**config.mk**
```make
export PLATFORM = sky130hd
export DESIGN_NAME = regfile_alu_sequencer
export DESIGN_NICKNAME = d
export VERILOG_FILES = /design/src/rtl/regfile_alu_sequencer.sv
export SDC_FILE = /design/constraint.sdc
export NUM_CORES = 1
export LEC_CHECK = 0
export BUFFER_PORTS_ARGS = -buffer_cell sky130_fd_sc_hd__buf_2
export CAP_MARGIN = 20
export CELL_PAD_IN_SITES_DETAIL_PLACEMENT = 2
export CELL_PAD_IN_SITES_GLOBAL_PLACEMENT = 2
export CORE_UTILIZATION = 37
export DETAILED_ROUTE_END_ITERATION = 12
export PLACE_DENSITY_LB_ADDON = 0.1
export SYNTH_ARGS = -nofsm -noshare
export SYNTH_HDL_FRONTEND = slang
export SYNTH_SLANG_ARGS = --single-unit
```
**constraint.sdc**
```tcl
create_clock -name clk -period 4.25 [get_ports clk]
set_input_delay 0.2125 -clock clk [delete_from_list [all_inputs] [get_ports clk]]
set_output_delay 0.2125 -clock clk [all_outputs]
set_load 0.1 [all_outputs]
```
**src/rtl/regfile_alu_sequencer.sv**
```systemverilog
// Parametrised register file and ALU sequencer with edge-detected load strobes.
// It runs a two-cycle execute/writeback and a sequential one-register-per-cycle bulk clear.
module regfile_alu_sequencer #(
    parameter int DATA_W   = 16,
    parameter int NUM_REGS = 16,
    parameter int IN_W     = 10,
    parameter int RSEL_W   = $clog2(NUM_REGS)
) (
    input  logic              clk,
    input  logic              rst_n,
    input  logic [IN_W-1:0]   data_input,
    input  logic              ld_Reg,
    input  logic              ld_Setup,
    input  logic              ld_Imm,
    input  logic              en,
    output logic [4:0]        Flags,
    output logic [DATA_W-1:0] RdestOut,
    output logic              busy,
    output logic              done
);

    typedef enum logic [1:0] {IDLE, EXEC, WRITE, CLEAR} state_t;

    localparam logic [3:0] OP_ADD   = 4'h0;
    localparam logic [3:0] OP_SUB   = 4'h1;
    localparam logic [3:0] OP_AND   = 4'h2;
    localparam logic [3:0] OP_OR    = 4'h3;
    localparam logic [3:0] OP_XOR   = 4'h4;
    localparam logic [3:0] OP_MOV   = 4'h5;
    localparam logic [3:0] OP_CMP   = 4'h6;
    localparam logic [3:0] OP_LSH   = 4'h7;
    localparam logic [3:0] OP_CLR   = 4'h8;
    localparam logic [3:0] OP_LOADI = 4'h9;
    localparam logic [3:0] OP_ADDI  = 4'hA;
    localparam logic [3:0] OP_SUBI  = 4'hB;

    localparam int MSB = DATA_W - 1;
    localparam logic [RSEL_W-1:0] LAST_REG = RSEL_W'(NUM_REGS - 1);

    state_t state, next_state;

    logic [DATA_W-1:0] regs [NUM_REGS];
    logic [RSEL_W-1:0] rdest_sel, rsrc_sel, clr_cnt;
    logic [3:0]        opcode, opcode_next;
    logic [DATA_W-1:0] imm;

    logic ld_reg_q, ld_setup_q, ld_imm_q, en_q;
    logic ld_reg_rise, ld_setup_rise, ld_imm_rise, en_rise;

    logic [DATA_W-1:0] ra, rb, rhs, alu_res, res_q;
    logic [DATA_W:0]   sum_ext, diff_ext;
    logic [4:0]        alu_flags, flags_q;
    logic              alu_wb, alu_upd, wb_q, upd_q;

    assign ld_reg_rise   = ld_Reg   & ~ld_reg_q;
    assign ld_setup_rise = ld_Setup & ~ld_setup_q;
    assign ld_imm_rise   = ld_Imm   & ~ld_imm_q;
    assign en_rise       = en       & ~en_q;

    // A setup load rising together with en must steer the start decision.
    assign opcode_next = ld_setup_rise ? data_input[7:4] : opcode;

    assign RdestOut = regs[rdest_sel];
    assign busy     = (state != IDLE);

    always_ff @(posedge clk or negedge rst_n) begin
        if (!rst_n) begin
            ld_reg_q   <= 1'b0;
            ld_setup_q <= 1'b0;
            ld_imm_q   <= 1'b0;
            en_q       <= 1'b0;
        end else begin
            ld_reg_q   <= ld_Reg;
            ld_setup_q <= ld_Setup;
            ld_imm_q   <= ld_Imm;
            en_q       <= en;
        end
    end

    always_ff @(posedge clk or negedge rst_n) begin
        if (!rst_n) begin
            rdest_sel <= '0;
            rsrc_sel  <= '0;
            opcode    <= '0;
            imm       <= '0;
        end else if (state == IDLE) begin
            if (ld_reg_rise) begin
                rdest_sel <= data_input[2*RSEL_W-1:RSEL_W];
                rsrc_sel  <= data_input[RSEL_W-1:0];
            end
            if (ld_setup_rise)
                opcode <= data_input[7:4];
            if (ld_imm_rise)
                imm <= DATA_W'($signed(data_input));
        end
    end

    always_ff @(posedge clk or negedge rst_n) begin
        if (!rst_n)
            state <= IDLE;
        else
            state <= next_state;
    end

    always_comb begin
        next_state = state;
        done       = 1'b0;
        case (state)
            IDLE: begin
                if (en_rise)
                    next_state = (opcode_next == OP_CLR) ? CLEAR : EXEC;
            end
            EXEC:  next_state = WRITE;
            WRITE: begin
                done       = 1'b1;
                next_state = IDLE;
            end
            CLEAR: begin
                if (clr_cnt == LAST_REG) begin
                    done       = 1'b1;
                    next_state = IDLE;
                end
            end
            default: next_state = IDLE;
        endcase
    end

    // Flags are packed {C,L,F,Z,N}; Z and N follow the result except for CMP.
    always_comb begin
        ra        = regs[rdest_sel];
        rb        = regs[rsrc_sel];
        rhs       = (opcode == OP_ADDI || opcode == OP_SUBI) ? imm : rb;
        sum_ext   = {1'b0, ra} + {1'b0, rhs};
        diff_ext  = {1'b0, ra} - {1'b0, rhs};
        alu_res   = '0;
        alu_flags = '0;
        alu_wb    = 1'b1;
        alu_upd   = 1'b1;
        case (opcode)
            OP_ADD, OP_ADDI: begin
                alu_res      = sum_ext[DATA_W-1:0];
                alu_flags[4] = sum_ext[DATA_W];
                alu_flags[2] = (ra[MSB] == rhs[MSB]) && (alu_res[MSB] != ra[MSB]);
            end
            OP_SUB, OP_SUBI: begin
                alu_res      = diff_ext[DATA_W-1:0];
                alu_flags[4] = diff_ext[DATA_W];
                alu_flags[2] = (ra[MSB] != rhs[MSB]) && (alu_res[MSB] != ra[MSB]);
            end
            OP_AND:   alu_res = ra & rb;
            OP_OR:    alu_res = ra | rb;
            OP_XOR:   alu_res = ra ^ rb;
            OP_MOV:   alu_res = rb;
            OP_LSH:   alu_res = ra << rb[3:0];
            OP_LOADI: alu_res = imm;
            OP_CMP:   alu_wb  = 1'b0;
            default: begin
                alu_wb  = 1'b0;
                alu_upd = 1'b0;
            end
        endcase
        if (opcode == OP_CMP) begin
            alu_flags[3] = ra < rb;
            alu_flags[1] = ra == rb;
            alu_flags[0] = $signed(ra) < $signed(rb);
        end else begin
            alu_flags[1] = (alu_res == '0);
            alu_flags[0] = alu_res[MSB];
        end
    end

    always_ff @(posedge clk or negedge rst_n) begin
        if (!rst_n) begin
            res_q   <= '0;
            flags_q <= '0;
            wb_q    <= 1'b0;
            upd_q   <= 1'b0;
        end else if (state == EXEC) begin
            res_q   <= alu_res;
            flags_q <= alu_flags;
            wb_q    <= alu_wb;
            upd_q   <= alu_upd;
        end
    end

    always_ff @(posedge clk or negedge rst_n) begin
        if (!rst_n) begin
            for (int i = 0; i < NUM_REGS; i++)
                regs[i] <= '0;
            Flags   <= '0;
            clr_cnt <= '0;
        end else begin
            case (state)
                WRITE: begin
                    if (wb_q)
                        regs[rdest_sel] <= res_q;
                    if (upd_q)
                        Flags <= flags_q;
                end
                CLEAR: begin
                    regs[clr_cnt] <= '0;
                    if (clr_cnt == '0)
                        Flags <= '0;
                    clr_cnt <= clr_cnt + RSEL_W'(1);
                end
                default: clr_cnt <= '0;
            endcase
        end
    end

endmodule

```
After elaboration in Yosys (flattened, before gate mapping) --
Cells that the tools add are included.
Word-level totals: register bits 316, bits in latches 0, RAM bits 0, ROM bits 0, input bits 16, output and inout bits 23, word-level logic and storage cells 135, memories 0
Cells by class: add/subtract/negate cells 3, multiply operators 0, div/mod/pow operators 0, magnitude comparators 7, equality and inequality tests 25, shifts and indexed selects 1, muxes and demuxes 32, bitwise operators 16, reductions and logical operators 20
Operators by type and width (count):
- $pmux W256 S2 | 1
- $and A256 B256 Y256 | 1
- $bwmux W256 | 1
- $mux W256 | 1
- $not A256 Y256 | 1
- $bmux W16 S4 | 2
- $demux W16 S4 | 2
- $pmux W16 S8 | 1
- $mux W16 | 7
- $lt A16 B16 Y1 | 2
- $eq A4 B4 Y1 const B | 5
- $add A16 B16 Y17 | 1
- $sub A16 B16 Y17 | 1
- $and A16 B16 Y16 | 1
- $eq A16 B16 Y1 | 1
- $eq A4 B3 Y1 const B | 4
- $logic_not A16 Y1 | 1
- $or A16 B16 Y16 | 1
- $shl A16 B4 Y16 | 1
- $xor A16 B16 Y16 | 1
- $ge A5 B5 Y1 const B | 3
- $not A4 Y5 | 3
- $reduce_or A11 Y1 | 1
- $lt A5 B1 Y1 const B | 2
- other kinds (27) | 59

Longest topological paths before layout --
word-level depth 9, mapped depth 21, mapped depth without buffers 18

Least setup slack after synthesis --
No wires, ideal clock.
kind reg-to-reg, start point register rdest_sel[0], end point register flags_q[1], setup time 0.065 ns, arrival 5.021 ns, path slack -0.836 ns, stages on the path, launching flop included 20, path buffers 2, clock period less this slack 5.086 ns, cell sequence dfrtp_1 -> buf_2 -> buf_2 -> mux4_2 -> a22oi_1 -> nand2_1 -> inv_1 -> ha_1 -> inv_1 -> fa_1 -> a21oi_1 -> nor2_1 -> or3_1 -> a22o_1 -> xor2_1 -> a221oi_1 -> o211a_1 -> nor4bb_1 -> and4_1 -> a31o_1
Between the ends: word-level cells in the longest chain between the ends 8, elaborated cells on any way between the ends 14
RTL lines:
- start, declared | line 43 | logic [RSEL_W-1:0] rdest_sel, rsrc_sel, clr_cnt;
- start signal, assigned | line 88 | rdest_sel <= data_input[2*RSEL_W-1:RSEL_W];
- $not A4 Y5 *
- $bmux W16 S4 *
- $mux W16 * (2 in a row)
- via RdestOut[0] | line 17 | output logic [DATA_W-1:0] RdestOut,
- $sub A16 B16 Y17 (tied with other cells) | line 134 | diff_ext = {1'b0, ra} - {1'b0, rhs};
- $pmux W16 S8 | line 139 | case (opcode)
- $logic_not A16 Y1 | line 167 | alu_flags[1] = (alu_res == '0);
- $mux W2 * | line 162 | if (opcode == OP_CMP) begin
- end signal, assigned | line 180 | flags_q <= alu_flags;
- end, declared | line 52 | logic [4:0] alu_flags, flags_q;
The timed path passes the listed nets; every way through them passes the cells marked *. The select of a mux whose other input is x is not followed. A chain may end at the register's enable or synchronous reset.

Worst setup path after layout --
start point register rdest_sel[0], end point register flags_q[1]
Between the ends: word-level cells in the longest chain between the ends 8, elaborated cells on any way between the ends 14
RTL lines:
- $not A4 Y5 (not written as such) * | line 130 | ra = regs[rdest_sel];
- $bmux W16 S4 * | line 130
- $mux W16 (not written as such) * (2 in a row) | line 130
- $sub A16 B16 Y17 (tied with other cells) | line 134
- $pmux W16 S8 | line 139
- $logic_not A16 Y1 | line 167
- $mux W2 * | line 162
Every way passes the cells marked *; elsewhere a longest branch is shown, timed or not. The select of a mux whose other input is x is not followed.

==> impl_metrics.tcl <==
set metrics [dict create \
    slew_headroom_pct 34.9 \
    dieArea_sq_um 53800 \
    die_h_microns 232 \
    path_class "flop to flop" \
    synth_cell_types 79 \
    dpl.hpwl_microns 59300 \
    finalHoldViolations 0 \
    cp_slowest_stage_delay_ps 510 \
    yosysWarnings 0 \
    globalplace.congestion 0.887 \
    cts_tree "yes" \
    grt_pass1_wl_microns 131000 \
    cpMostUsedCell "buf_4" \
    crit_family "compound AO/OA/AOI/OAI gates" \
    overflow 0 \
    arrival_ps 5010 \
    crit_path_top_delay_cell "dfrtp_4" \
    total_power_mw 17.3 \
    wl_per_cell_microns 32.8 \
    avgSynthCellArea_sq_um 11.6 \
    rsz0062_at_grt "yes" \
    worst_pin_slew_ps 974 \
    dp_slack_ps -590 \
    powerDensity_nw_per_um2 688 \
    fillers 5124 \
    totalWireLength_microns 89300 \
    die-width_microns 232 \
    layout_min_cycle_time_ps 4550 \
    synth_area_leader_cell "dfrtp_1" \
    outcome "finished, violations left" \
    syn_nets 1798 \
    portBuffers 38 \
    start_util_pct 37.8 \
    netlist_area_sq_um 19600 \
    power_leakage_nw 11.4 \
    start_kind "flop" \
    cts.clk_slew.worst_paths_ps 60 \
    coreArea_sq_um 51800 \
    violations "negative setup slack" \
    cts_max_level 2 \
    setup_tns_ps -1380 \
    path_buf_inv 3 \
    synth.most_common_cell "dfrtp_1" \
    crit_required_ps 4710 \
    synth_common_cells "316 x dfrtp_1, 252 x a22o_1, 138 x mux4_2" \
    fin_ws_ps -297 \
    clk_latency_ps 590 \
    grt_pass1_vias 19300 \
    drt_iter0_drc 1351 \
    finalSetupViolCount 12 \
    synth_flop_cell "dfrtp_1" \
    dr_total_vias 17500 \
    path_cells "buf_4 > buf_4 > buf_4 > mux4_2 > a22oi_1 > nand2_2 > ha_1 > o21a_1 > o31a_1 > o221a_2 > o21ai_1 > and3_1 > or3_1 > nand4_1 > nor4bb_2 > and4_1 > a31o_1" \
    nNetsFinal 2117 \
    grt_max_degree 107 \
    postSynthCellCount 1694 \
    vias_per_cell 6.44 \
    final-max-slew-violation-count 0 \
    period_share_pct 107 \
    hold_class "primary input to flop" \
    drive_gt1_share_pct 37.7 \
    numCtsBuffers 41 \
    async_flop_share_pct 100 \
    clock_path_buffers 3 \
    cts_root_buffer "clkbuf_16" \
    ys_ff_latch 316 \
    drc_errors 0 \
    seq_area_frac_synth_pct 40.4 \
    end_kind "flop" \
    cts.sinks 316 \
    cap_violations 0 \
    postLayoutCoreUtil_pct 48.6 \
    ir_worst_vdd_uv 244 \
    pin_count 39 \
    max_freq_ghz 0.220 \
    antenna_found_initial 0 \
    netlist_top_cells_area "dfrtp_1 40%, mux4_2 16%, a22o_1 11%, ha_1 5.5%, nand2_1 2.2%" \
    rows 83 \
    synth-edff-count 0 \
    clock_skew_ps 33.1 \
    synth.top_cell.area_share_pct 40.4 \
    track_usage_pct 33.2 \
    area_growth_pct 28.7 \
    critical_path_peak_fanout 6 \
    drtAntennaViolNets 0 \
    dr.pass1.iters 5 \
]
flip-flops by register name (all words and copies together), names as in the netlist:
register    flops
regs          256
en_q            1
imm            10
upd_q           1
Flags           5
rsrc_sel        4
wb_q            1
res_q          16
clr_cnt         4
ld_reg_q        1
flags_q         5
state           2
opcode          4
rdest_sel       4
ld_imm_q        1
ld_setup_q      1
layer usage:
layer,track usage [%],part of all wire [%],wire (microns),vias up
met3,4.85,5.8,5210,205
li1,-,-,-,7173
met4,12.0,3.9,3440,0
met2,56.0,49,43900,710
met5,0,0,0,-
met1,43.2,41,36700,9435
cells by family after synthesis:
kind of cell	synth area share, %
adder cells (fa/ha/maj)	5.70
multiplexers	19.3
AO/OA/AOI/OAI	21.4
AND/OR/NAND/NOR	7.67
flip-flops	40.4
buffers and inverters	4.73
XOR/XNOR	0.761
stage by stage:
stage / area [sq um] / hold slack [ps] / instances
2_1_floorplan: 19700 / -83.1 / 1694
3_3_place_gp: 22600 / 333 / 2573
3_5_place_dp: 22600 / 339 / 2573
4_1_cts: 24800 / 4.38 / 2698
5_1_grt: 25200 / 16.9 / 2721
6_report: 25200 / 34.2 / 2722
final timing paths:
path | start | end | slack (ps) | cells past startpoint
max in group asynchronous | rst_n | regs[37] | 2870 | 3
min in group asynchronous | rst_n | regs[49] | 320 | 2
worst min-delay path | data_input[7] | rdest_sel[3] | 30 | 2
worst max register to register | rdest_sel[0] | flags_q[1] | -300 | 17
worst min register to register | en_q | state[0] | 490 | 1
worst max-delay path | rdest_sel[0] | flags_q[1] | -300 | 17
power by group:
| group | leakage, nW | switching [mW] | internal (mW) | total [mW] |
|---|---|---|---|---|
| Clock | 0.648 | 1.48 | 2.00 | 3.48 |
| Sequential | 4.30 | 1.11 | 3.60 | 4.71 |
| Combinational | 6.48 | 4.81 | 4.34 | 9.15 |
placed cells by master (no fill, tap or decap), drive strengths merged, types with 10 or more instances in the layout:
cell / n
nand2b: 15
mux2: 28
a21oi: 76
o21ai: 42
buf: 409
xnor2: 14
ha: 86
mux4: 140
inv: 76
o22a: 19
nand2: 117
nor2b: 16
mux2i: 29
nor3: 15
dlygate4sd3: 14
clkbuf: 58
a22o: 252
a221oi: 14
dfrtp: 316
nand3: 17
o211ai: 14
nor2: 82
a31oi: 10
a22oi: 23
worst reg2reg max path: stages (launching register included):
cell	delay, ps
dfrtp_4	510
buf_4	160
buf_4	190
buf_4	160
mux4_2	510
a22oi_1	260
nand2_2	170
ha_1	480
o21a_1	180
o31a_1	230
o221a_2	300
o21ai_1	100
and3_1	190
or3_1	360
nand4_1	170
nor4bb_2	70
and4_1	210
a31o_1	200
what timing repair did:
item                                    4_1_cts  5_1_grt
resized for setup                            92       39
buffers inserted                             40       25
endpoints found under the setup margin       15       15
hold buffers                                 14        0
gates cloned                                  3        0
endpoints found under the hold margin       126        0
pin swaps                                    41       23
area by class of cell:
cell class | instances | area (sq um) | share of cell area (%)
Sequential cell | 316 | 7920 | 31.5
Timing Repair Buffer | 424 | 3440 | 13.7
Antenna cell | 1 | 2.50 | 0.00994
Inverter | 76 | 295 | 1.17
Clock buffer | 58 | 1170 | 4.64
Clock inverter | 13 | 151 | 0.601
Tap cell | 680 | 851 | 3.38
Multi-Input combinational cell | 1154 | 11400 | 45.1
(Power assumes the default switching activity.)
